==> config.mk <==
export PLATFORM = sky130hd
export DESIGN_NAME = if_fetch_unit_flat
export DESIGN_NICKNAME = d
export VERILOG_FILES = /design/src/rtl/if_fetch_unit_pkg.sv /design/src/rtl/if_fetch_unit_if.sv /design/src/rtl/if_fetch_unit_inst_buffer.sv /design/src/rtl/if_fetch_unit.sv /design/src/flat_wrapper.sv
export SDC_FILE = /design/constraint.sdc
export NUM_CORES = 1
export LEC_CHECK = 0
export BUFFER_PORTS_ARGS = -buffer_cell sky130_fd_sc_hd__buf_2
export CAP_MARGIN = 10
export CORE_ASPECT_RATIO = 1.4
export CORE_MARGIN = 2
export CORE_UTILIZATION = 45
export CTS_BUF_LIST = sky130_fd_sc_hd__clkbuf_8
export DETAILED_ROUTE_END_ITERATION = 12
export GPL_TIMING_DRIVEN = 0
export PLACE_DENSITY = 0.85
export SLEW_MARGIN = 20
export SYNTH_ARGS = -nofsm -noshare
export SYNTH_HDL_FRONTEND = slang
export SYNTH_SLANG_ARGS = --single-unit
export TNS_END_PERCENT = 10
==> constraint.sdc <==
create_clock -name clk -period 4.1 [get_ports clk]
set_clock_uncertainty 0.1 [all_clocks]
set_input_delay 0.82 -clock clk [delete_from_list [all_inputs] [get_ports clk]]
set_output_delay 0.82 -clock clk [all_outputs]
set_load 0.02 [all_outputs]
==> src/rtl/if_fetch_unit_pkg.sv <==
// Shared definitions for the instruction fetch front end.
// Contents: IF slot state encoding, IF->ID bus width, reset PC default and
// the SRAM transfer size code for a 32-bit word.
// Optional feature macro: IF_ADEF_EN. It widens the IF->ID bus by one bit,
// which carries the fetch address-error flag.
package if_fetch_unit_pkg;

  typedef enum logic [1:0] {
    SLOT_EMPTY = 2'd0,
    SLOT_WAIT  = 2'd1,
    SLOT_HOLD  = 2'd2
  } slot_e;

`ifdef IF_ADEF_EN
  localparam int IF_TO_ID_BUS_W = 65;
`else
  localparam int IF_TO_ID_BUS_W = 64;
`endif

  localparam logic [31:0] RESET_PC_DEF   = 32'h1c000000;
  localparam logic [1:0]  INST_SIZE_WORD = 2'b10;

endpackage

==> src/rtl/if_fetch_unit_if.sv <==
// SRAM-like instruction port (req/addr_ok/data_ok handshake).
// master: the fetch unit. It drives req, wr, size, wstrb, addr and wdata, and
//         receives addr_ok, data_ok and rdata.
// slave : the instruction memory side.
interface if_fetch_unit_if;
  logic        req;
  logic        wr;
  logic [1:0]  size;
  logic [3:0]  wstrb;
  logic [31:0] addr;
  logic [31:0] wdata;
  logic        addr_ok;
  logic        data_ok;
  logic [31:0] rdata;

  modport master (output req, wr, size, wstrb, addr, wdata,
                  input  addr_ok, data_ok, rdata);
  modport slave  (input  req, wr, size, wstrb, addr, wdata,
                  output addr_ok, data_ok, rdata);
endinterface

==> src/rtl/if_fetch_unit_inst_buffer.sv <==
// One-entry instruction holding register with a bypass path.
// Ports:
//   clk        clock
//   i_capture  load i_rdata into the holding register
//   i_hold_sel 1: output the held word, 0: pass i_rdata straight through
//   i_rdata    incoming instruction word
//   o_inst     instruction presented to ID
module if_inst_buffer (
  input  logic        clk,
  input  logic        i_capture,
  input  logic        i_hold_sel,
  input  logic [31:0] i_rdata,
  output logic [31:0] o_inst
);

  logic [31:0] r_inst;

  always_ff @(posedge clk) begin
    if (i_capture) r_inst <= i_rdata;
  end

  assign o_inst = i_hold_sel ? r_inst : i_rdata;

endmodule

==> src/rtl/if_fetch_unit.sv <==
// Fetch front end (pre-IF PC generation plus the IF slot).
// It issues word fetches on the SRAM-like instruction port, keeps at most one
// response outstanding, buffers one instruction while ID stalls, and hands
// {pc, inst} to ID.
// Ports:
//   clk, rst                  clock, synchronous active-high reset
//   wb_ex / wb_target         flush redirect from WB (wins over a branch)
//   id_br_taken/id_br_target  branch redirect from ID
//   id_allow_in               ID can accept this cycle
//   id_need_cancel            nonzero: instruction leaving IF is stale
//   inst_sram                 instruction port (master modport)
//   if_ready_go               IF holds a valid instruction
//   pipeline_is_not_stalled   if_ready_go & id_allow_in
//   if_to_id_valid/_bus       {[adef,] pc, inst} to ID
// Optional feature macro: IF_ADEF_EN. A misaligned PC issues no fetch. It goes
// straight to HOLD with inst = 0 and the adef flag set in bit 64 of the bus.
module if_fetch_unit import if_fetch_unit_pkg::*; #(
  parameter logic [31:0] RESET_PC = RESET_PC_DEF
) (
  input  logic                      clk,
  input  logic                      rst,
  input  logic                      wb_ex,
  input  logic [31:0]               wb_target,
  input  logic                      id_br_taken,
  input  logic [31:0]               id_br_target,
  input  logic                      id_allow_in,
  input  logic [1:0]                id_need_cancel,
  if_fetch_unit_if.master           inst_sram,
  output logic                      if_ready_go,
  output logic                      pipeline_is_not_stalled,
  output logic                      if_to_id_valid,
  output logic [IF_TO_ID_BUS_W-1:0] if_to_id_bus
);

  slot_e       r_slot, w_slot_nxt;
  logic        r_pre_valid;
  logic [31:0] r_pc, r_slot_pc, r_redir_pc;
  logic        r_redir_vld, r_redir_ex;
  logic        w_adef, w_ready_go, w_handoff, w_can_accept, w_req;
  logic        w_accept, w_adef_take, w_take, w_capture;
  logic        w_br_eff, w_redir;
  logic [31:0] w_redir_tgt, w_pc_nxt, w_inst, w_buf_din;
  logic [IF_TO_ID_BUS_W-1:0] w_bus;

`ifdef IF_ADEF_EN
  logic r_slot_adef;
  assign w_adef = |r_pc[1:0];
`else
  assign w_adef = 1'b0;
`endif

  assign w_ready_go   = ((r_slot == SLOT_WAIT) & inst_sram.data_ok) | (r_slot == SLOT_HOLD);
  assign w_handoff    = w_ready_go & id_allow_in;
  // The slot can take a new PC when empty, or when its occupant leaves this cycle.
  assign w_can_accept = (r_slot == SLOT_EMPTY) | w_handoff;
  assign w_req        = r_pre_valid & w_can_accept & ~w_adef;
  assign w_accept     = w_req & inst_sram.addr_ok;
  assign w_adef_take  = r_pre_valid & w_can_accept & w_adef;
  assign w_take       = w_accept | w_adef_take;

  // A branch from ID cannot displace a flush target that is already parked.
  assign w_br_eff    = id_br_taken & ~(r_redir_vld & r_redir_ex);
  assign w_redir     = wb_ex | w_br_eff;
  assign w_redir_tgt = wb_ex ? wb_target : id_br_target;

  always_comb begin
    if (w_redir)          w_pc_nxt = w_redir_tgt;
    else if (r_redir_vld) w_pc_nxt = r_redir_pc;
    else                  w_pc_nxt = r_pc + 32'd4;
  end

  // pre-IF: PC and redirect latch
  always_ff @(posedge clk) begin
    if (rst) begin
      r_pre_valid <= 1'b0;
      r_pc        <= RESET_PC;
      r_redir_vld <= 1'b0;
      r_redir_ex  <= 1'b0;
    end else begin
      r_pre_valid <= 1'b1;
      if (w_take) begin
        r_pc        <= w_pc_nxt;
        r_redir_vld <= 1'b0;
        r_redir_ex  <= 1'b0;
      end else if (w_req) begin
        // Address phase is stalled: addr must not move, so park the redirect.
        if (w_redir) begin
          r_redir_vld <= 1'b1;
          r_redir_ex  <= wb_ex;
        end
      end else if (w_redir) begin
        r_pc        <= w_redir_tgt;
        r_redir_vld <= 1'b0;
        r_redir_ex  <= 1'b0;
      end
    end
  end

  always_ff @(posedge clk) begin
    if (w_req & ~inst_sram.addr_ok & w_redir) r_redir_pc <= w_redir_tgt;
  end

  // IF slot: state register
  always_ff @(posedge clk) begin
    if (rst) r_slot <= SLOT_EMPTY;
    else     r_slot <= w_slot_nxt;
  end

  // IF slot: next state
  always_comb begin
    w_slot_nxt = r_slot;
    if (w_accept)         w_slot_nxt = SLOT_WAIT;
    else if (w_adef_take) w_slot_nxt = SLOT_HOLD;
    else begin
      case (r_slot)
        SLOT_WAIT: if (inst_sram.data_ok) w_slot_nxt = id_allow_in ? SLOT_EMPTY : SLOT_HOLD;
        SLOT_HOLD: if (id_allow_in)       w_slot_nxt = SLOT_EMPTY;
        default:                          w_slot_nxt = SLOT_EMPTY;
      endcase
    end
  end

  // IF slot: outputs
  always_comb begin
    if_ready_go             = w_ready_go;
    pipeline_is_not_stalled = w_handoff;
    if_to_id_valid          = w_ready_go & (id_need_cancel == 2'b00) & ~wb_ex;
    w_capture               = ((r_slot == SLOT_WAIT) & inst_sram.data_ok & ~id_allow_in)
                              | w_adef_take;
  end

  always_ff @(posedge clk) begin
    if (w_take) r_slot_pc <= r_pc;
  end

`ifdef IF_ADEF_EN
  always_ff @(posedge clk) begin
    if (w_take) r_slot_adef <= w_adef_take;
  end
  assign w_bus = {r_slot_adef, r_slot_pc, w_inst};
`else
  assign w_bus = {r_slot_pc, w_inst};
`endif

  assign w_buf_din = w_adef_take ? 32'h0 : inst_sram.rdata;

  if_inst_buffer u_buf (
    .clk       (clk),
    .i_capture (w_capture),
    .i_hold_sel(r_slot == SLOT_HOLD),
    .i_rdata   (w_buf_din),
    .o_inst    (w_inst)
  );

  assign if_to_id_bus = w_ready_go ? w_bus : '0;

  assign inst_sram.req   = w_req;
  assign inst_sram.wr    = 1'b0;
  assign inst_sram.size  = INST_SIZE_WORD;
  assign inst_sram.wstrb = 4'h0;
  assign inst_sram.addr  = r_pc;
  assign inst_sram.wdata = 32'h0;

`ifndef SYNTHESIS
  // A response that was outstanding across a reset may still arrive once; it
  // is dropped silently. Any other data_ok with no request in flight is an error.
  logic r_stray_ok;
  always_ff @(posedge clk) begin
    if (rst)                    r_stray_ok <= r_stray_ok | (r_slot == SLOT_WAIT);
    else if (inst_sram.data_ok) r_stray_ok <= 1'b0;
  end

  a_no_orphan_data: assert property (@(posedge clk) disable iff (rst)
    !(inst_sram.data_ok && (r_slot == SLOT_EMPTY) && !r_stray_ok));
`endif

endmodule

==> src/flat_wrapper.sv <==
// flat-port wrapper written by rule: the top's interface ports become plain ports
module if_fetch_unit_flat import if_fetch_unit_pkg::*;
#(
  parameter logic [31:0] RESET_PC = RESET_PC_DEF
)
  (clk, rst, wb_ex, wb_target, id_br_taken, id_br_target, id_allow_in, id_need_cancel, if_ready_go, pipeline_is_not_stalled, if_to_id_valid, if_to_id_bus, inst_sram_req, inst_sram_wr, inst_sram_size, inst_sram_wstrb, inst_sram_addr, inst_sram_wdata, inst_sram_addr_ok, inst_sram_data_ok, inst_sram_rdata);
  if_fetch_unit_if inst_sram_i ();
  input  logic clk;
  input  logic rst;
  input  logic wb_ex;
  input  logic [31:0] wb_target;
  input  logic id_br_taken;
  input  logic [31:0] id_br_target;
  input  logic id_allow_in;
  input  logic [1:0] id_need_cancel;
  output logic if_ready_go;
  output logic pipeline_is_not_stalled;
  output logic if_to_id_valid;
  output logic [IF_TO_ID_BUS_W-1:0] if_to_id_bus;
  output wire logic [$bits(inst_sram_i.req)-1:0] inst_sram_req;
  output wire logic [$bits(inst_sram_i.wr)-1:0] inst_sram_wr;
  output wire logic [$bits(inst_sram_i.size)-1:0] inst_sram_size;
  output wire logic [$bits(inst_sram_i.wstrb)-1:0] inst_sram_wstrb;
  output wire logic [$bits(inst_sram_i.addr)-1:0] inst_sram_addr;
  output wire logic [$bits(inst_sram_i.wdata)-1:0] inst_sram_wdata;
  input wire logic [$bits(inst_sram_i.addr_ok)-1:0] inst_sram_addr_ok;
  input wire logic [$bits(inst_sram_i.data_ok)-1:0] inst_sram_data_ok;
  input wire logic [$bits(inst_sram_i.rdata)-1:0] inst_sram_rdata;
  assign inst_sram_req = inst_sram_i.req;
  assign inst_sram_wr = inst_sram_i.wr;
  assign inst_sram_size = inst_sram_i.size;
  assign inst_sram_wstrb = inst_sram_i.wstrb;
  assign inst_sram_addr = inst_sram_i.addr;
  assign inst_sram_wdata = inst_sram_i.wdata;
  assign inst_sram_i.addr_ok = inst_sram_addr_ok;
  assign inst_sram_i.data_ok = inst_sram_data_ok;
  assign inst_sram_i.rdata = inst_sram_rdata;
  if_fetch_unit #(.RESET_PC(RESET_PC)) u_core (.clk(clk), .rst(rst), .wb_ex(wb_ex), .wb_target(wb_target), .id_br_taken(id_br_taken), .id_br_target(id_br_target), .id_allow_in(id_allow_in), .id_need_cancel(id_need_cancel), .inst_sram(inst_sram_i), .if_ready_go(if_ready_go), .pipeline_is_not_stalled(pipeline_is_not_stalled), .if_to_id_valid(if_to_id_valid), .if_to_id_bus(if_to_id_bus));
endmodule
==> summary.md <==
| Metric | Value |
|---|---|
| Status | `finished, final reports clean` |
| Layout area overhead | `28.4%` |
| Worst EP required | `3.18 ns` |
| Initial antenna violation count | `0` |
| Inserted Diodes | `0` |
| Clock Latency Late Sink | `0.45 ns` |
| Yosys reg bits | `133` |
| Die H | `149 um` |
| # port buffers | `203` |
| Core ar. | `14,500 um^2` |
| Max Freq | `297 MHz` |
| 1st-iter DRT viols | `745` |
| Setup Viol. Count Final | `0` |
| Slew Viols, Final | `0` |
| CP cell instances | `buf_2, and3b_1, clkbuf_1, nor2_1, inv_1, clkbuf_1, and2_1, buf_2` |
| Site Rows | `52` |
| Worst-path maximum fanout | `10` |
| CTS tree | `built` |
| Worst Path Arrival | `2.45 ns` |
| Sink Count | `133` |
| GPL Wtd Cong | `0.918` |
| Vias in the first global route | `5,289` |
| Final WS setup | `0.733 ns` |
| Post-CTS setup buffer count | `0` |
| Die width | `107 um` |
| Post-synth top flop | `edfxtp_1` |
| HP Start | `u_core.inst_sram.addr[0]$_SDFFE_PP0P_` |
| Routed vias/inst | `5.55` |
| CP Launch Type | `input port` |
| Fin crit share | `82.1%` |
| Post_cts resized | `0` |
| Synth Warn # | `0` |
| Count of antenna-violating nets left after detailed routing | `0` |
| Die area | `16,000 um^2` |
| Crit path capture type | `output port` |
| Total vias in the final route | `5,716` |
| Hold Slack | `0.372 ns` |
| Num CTS Buffers | `17` |
| Post-detail-place hpwl | `14,000 um` |
| Mapped Area | `6730 um^2` |
| R2r startpoint | `u_core.r_slot[1]$_SDFFE_PP0P_` |
| Pwr/cell area | `390 nW/um^2` |
| Hold Crit Class | `reg2reg` |
| Total chip power | `3.37 mW` |
| CTS clock-pin slew for the worst setup and hold paths | `0.07 ns` |
| Total grt overflow | `0` |
| Number of synthesized flops with an enable pin | `96` |
| Synth cell types | `73` |
| Clock root buffer master | `clkbuf_8` |
| Mean Syn Cell Area | `11.9 um^2` |
| Layout cell share with drive strength beyond 1 | `42.6%` |
| Slowest-stage cell, CP | `clkbuf_1` |
| CP Class | `in2out` |
| Nets | `934` |
| Actual slew at the worst max-slew pin | `1.05 ns` |
| Sequential area share after synthesis | `53.9%` |
| Hold EP | `u_core.r_slot_pc[0]$_DFFE_PN_` |
| Non-filler cells, final | `1,030` |
| DR pass1 iterations | `7` |
| Buffers plus inverters on the worst setup path | `5` |
| Static Leak | `3.68 nW` |
| Top Family by Delay on Critical Path | `buffers and inverters` |
| Starting Density | `46.4%` |
| CTS H-tree depth | `4` |
| Mapped Cells | `566` |
| Largest net degree at the start of global routing | `36` |
| GR Util All Layers | `23.0%` |
| Clock Tree Buf Depth | `2` |
| # IOs | `244` |
| CP peak stage delay | `0.34 ns` |
| Post-CTS Hold Fix Bufs | `0` |
| Setup TNS Final | `0 ns` |
| Async S/R FF share, synth | `0%` |
| Cells after DPL | `998` |
| Overall routed net length | `18,800 um` |
| Reg-to-reg endpoint | `u_core.inst_sram.addr[26]$_SDFFE_PP1P_` |
| Per-cell routed wire length | `18.2 um` |
| First-pass GRT wire length | `27,800 um` |
| Min Clock Period, post-route | `3.37 ns` |
| Max_cap viols | `0` |
| Fin. Hold Viols | `0` |
| Pre-CTS setup slack | `0.724 ns` |
| FF-to-FF setup slack | `1.19 ns` |
| VDD IR max | `0.220 mV` |
| RSZ-0062 raised after global routing | `no` |
| DRC | `0` |
| Worst hold stages | `0` |
| Worst r2r path cells | `6` |
| Rel. slew slack | `29.6%` |
-- cell usage after synthesis, types with 2 or more instances --
cell type | n | area, um^2
xnor2_1 | 5 | 43.8
nor2b_1 | 2 | 12.5
conb_1 | 2 | 7.51
o32a_1 | 4 | 40.0
mux2i_1 | 2 | 20.0
a21o_1 | 5 | 37.5
nor2_1 | 24 | 90.1
o22a_1 | 2 | 17.5
clkbuf_8 | 7 | 96.3
a31oi_1 | 8 | 50.1
a311oi_1 | 2 | 17.5
a2bb2oi_1 | 3 | 26.3
buf_4 | 43 | 323
or3_1 | 3 | 18.8
a21oi_1 | 21 | 105
nand2_1 | 31 | 116
a211o_1 | 2 | 17.5
and3_1 | 3 | 18.8
inv_1 | 6 | 22.5
nor3_1 | 13 | 65.1
a211oi_1 | 4 | 30.0
o221a_2 | 7 | 78.8
o221ai_1 | 6 | 52.6
o31ai_1 | 6 | 45.0
mux2_2 | 36 | 405
clkbuf_1 | 14 | 52.6
and4_1 | 3 | 26.3
nand3_1 | 10 | 50.1
buf_2 | 7 | 35.0
xor2_1 | 2 | 17.5
nand4_1 | 10 | 62.6
nand2b_1 | 2 | 12.5
edfxtp_1 | 96 | 2880
dfxtp_1 | 37 | 741
or2_0 | 2 | 12.5
a22o_1 | 36 | 315
clkinv_1 | 2 | 7.51
o2bb2ai_1 | 2 | 17.5
o211ai_1 | 4 | 30.0
o22ai_1 | 7 | 43.8
and2_1 | 34 | 213
o21ai_0 | 19 | 95.1
nor2_4 | 2 | 22.5
-- routing by layer --
metal  track usage (%)  up-vias  wire length, um
li1                  -     2616                -
met1              26.4     2652             6950
met2              40.0      380             9380
met3              5.78       68             1790
met4              10.5        0              653
met5                 0        -                0
-- flip-flops by register name, summed over array words and instances (netlist names) --
name / count
u_core.inst_sram.addr: 32
u_core.r_pre_valid: 1
u_core.r_redir_ex: 1
u_core.r_redir_pc: 32
u_core.r_redir_vld: 1
u_core.r_slot: 2
u_core.r_slot_pc: 32
u_core.u_buf.r_inst: 32
-- kinds of logic (layout without fill, tap and decap cells) --
group | count (synthesis) | in the layout | synth area share [%]
compound gates | 153 | 153 | 17.9
buf+inv | 82 | 320 | 8.28
other cells | 2 | 39 | 0.112
flops | 133 | 133 | 53.9
simple gates | 150 | 150 | 12.4
xor+xnor | 7 | 7 | 0.911
fa+ha+maj | 1 | 1 | 0.186
mux | 38 | 38 | 6.32
-- metrics by stage --
step / util (%) / instance area, um^2
after floorplan: - / 6870
after global placement: 56.0 / 8120
after detailed placement: 56.5 / 8190
after CTS: 59.5 / 8640
after global routing: 59.5 / 8640
final: 59.5 / 8640
-- layout make-up --
type                            instances  area (um^2)
Multi-Input combinational cell        388         2700
Fill cell                            1200         5870
Tap cell                              189          236
Buffer                                 73          520
Clock buffer                           17          234
Timing Repair Buffer                  206         1070
Sequential cell                       133         3620
Clock inverter                         15          211
Inverter                                9         36.3
-- placed cells by master, fill, tap and decap left out, types with 24 or more instances in the layout --
| cell type | n |
|---|---|
| buf_2 | 210 |
| edfxtp_1 | 96 |
| buf_4 | 43 |
| conb_1 | 39 |
| dfxtp_1 | 37 |
| mux2_2 | 36 |
| a22o_1 | 36 |
| and2_1 | 34 |
| nand2_1 | 31 |
| clkbuf_8 | 24 |
| nor2_1 | 24 |
-- worst register-to-register path, stage by stage (launching register included) --
cell and delay (ns):
dfxtp_1 0.34, nor2_1 0.42, o311ai_4 0.21, inv_2 0.65, nand2_1 0.42, o31a_1 0.38, o32a_1 0.28
-- report_power, final --
group	total, mW	internal (mW)	switching, mW
Sequential	1.59	1.53	0.0681
Clock	1.23	0.718	0.514
Combinational	0.543	0.223	0.320
Total	3.37	2.47	0.902
-- worst max path at each step --
stage / start / endpoint / cells after the start
6_report: inst_sram_data_ok / if_to_id_bus[49] / 8
5_1_grt: u_core.r_slot[0]$_SDFFE_PP0P_ / if_to_id_bus[46] / 7
4_1_cts: inst_sram_data_ok / if_to_id_bus[44] / 8
3_5_place_dp: inst_sram_data_ok / if_to_id_bus[44] / 8
3_3_place_gp: id_br_taken / u_core.r_redir_pc[22]$_DFFE_PP_ / 6
2_1_floorplan: inst_sram_data_ok / u_core.u_buf.r_inst[0]$_DFFE_PP_ / 4
(Power assumes the default switching activity.)
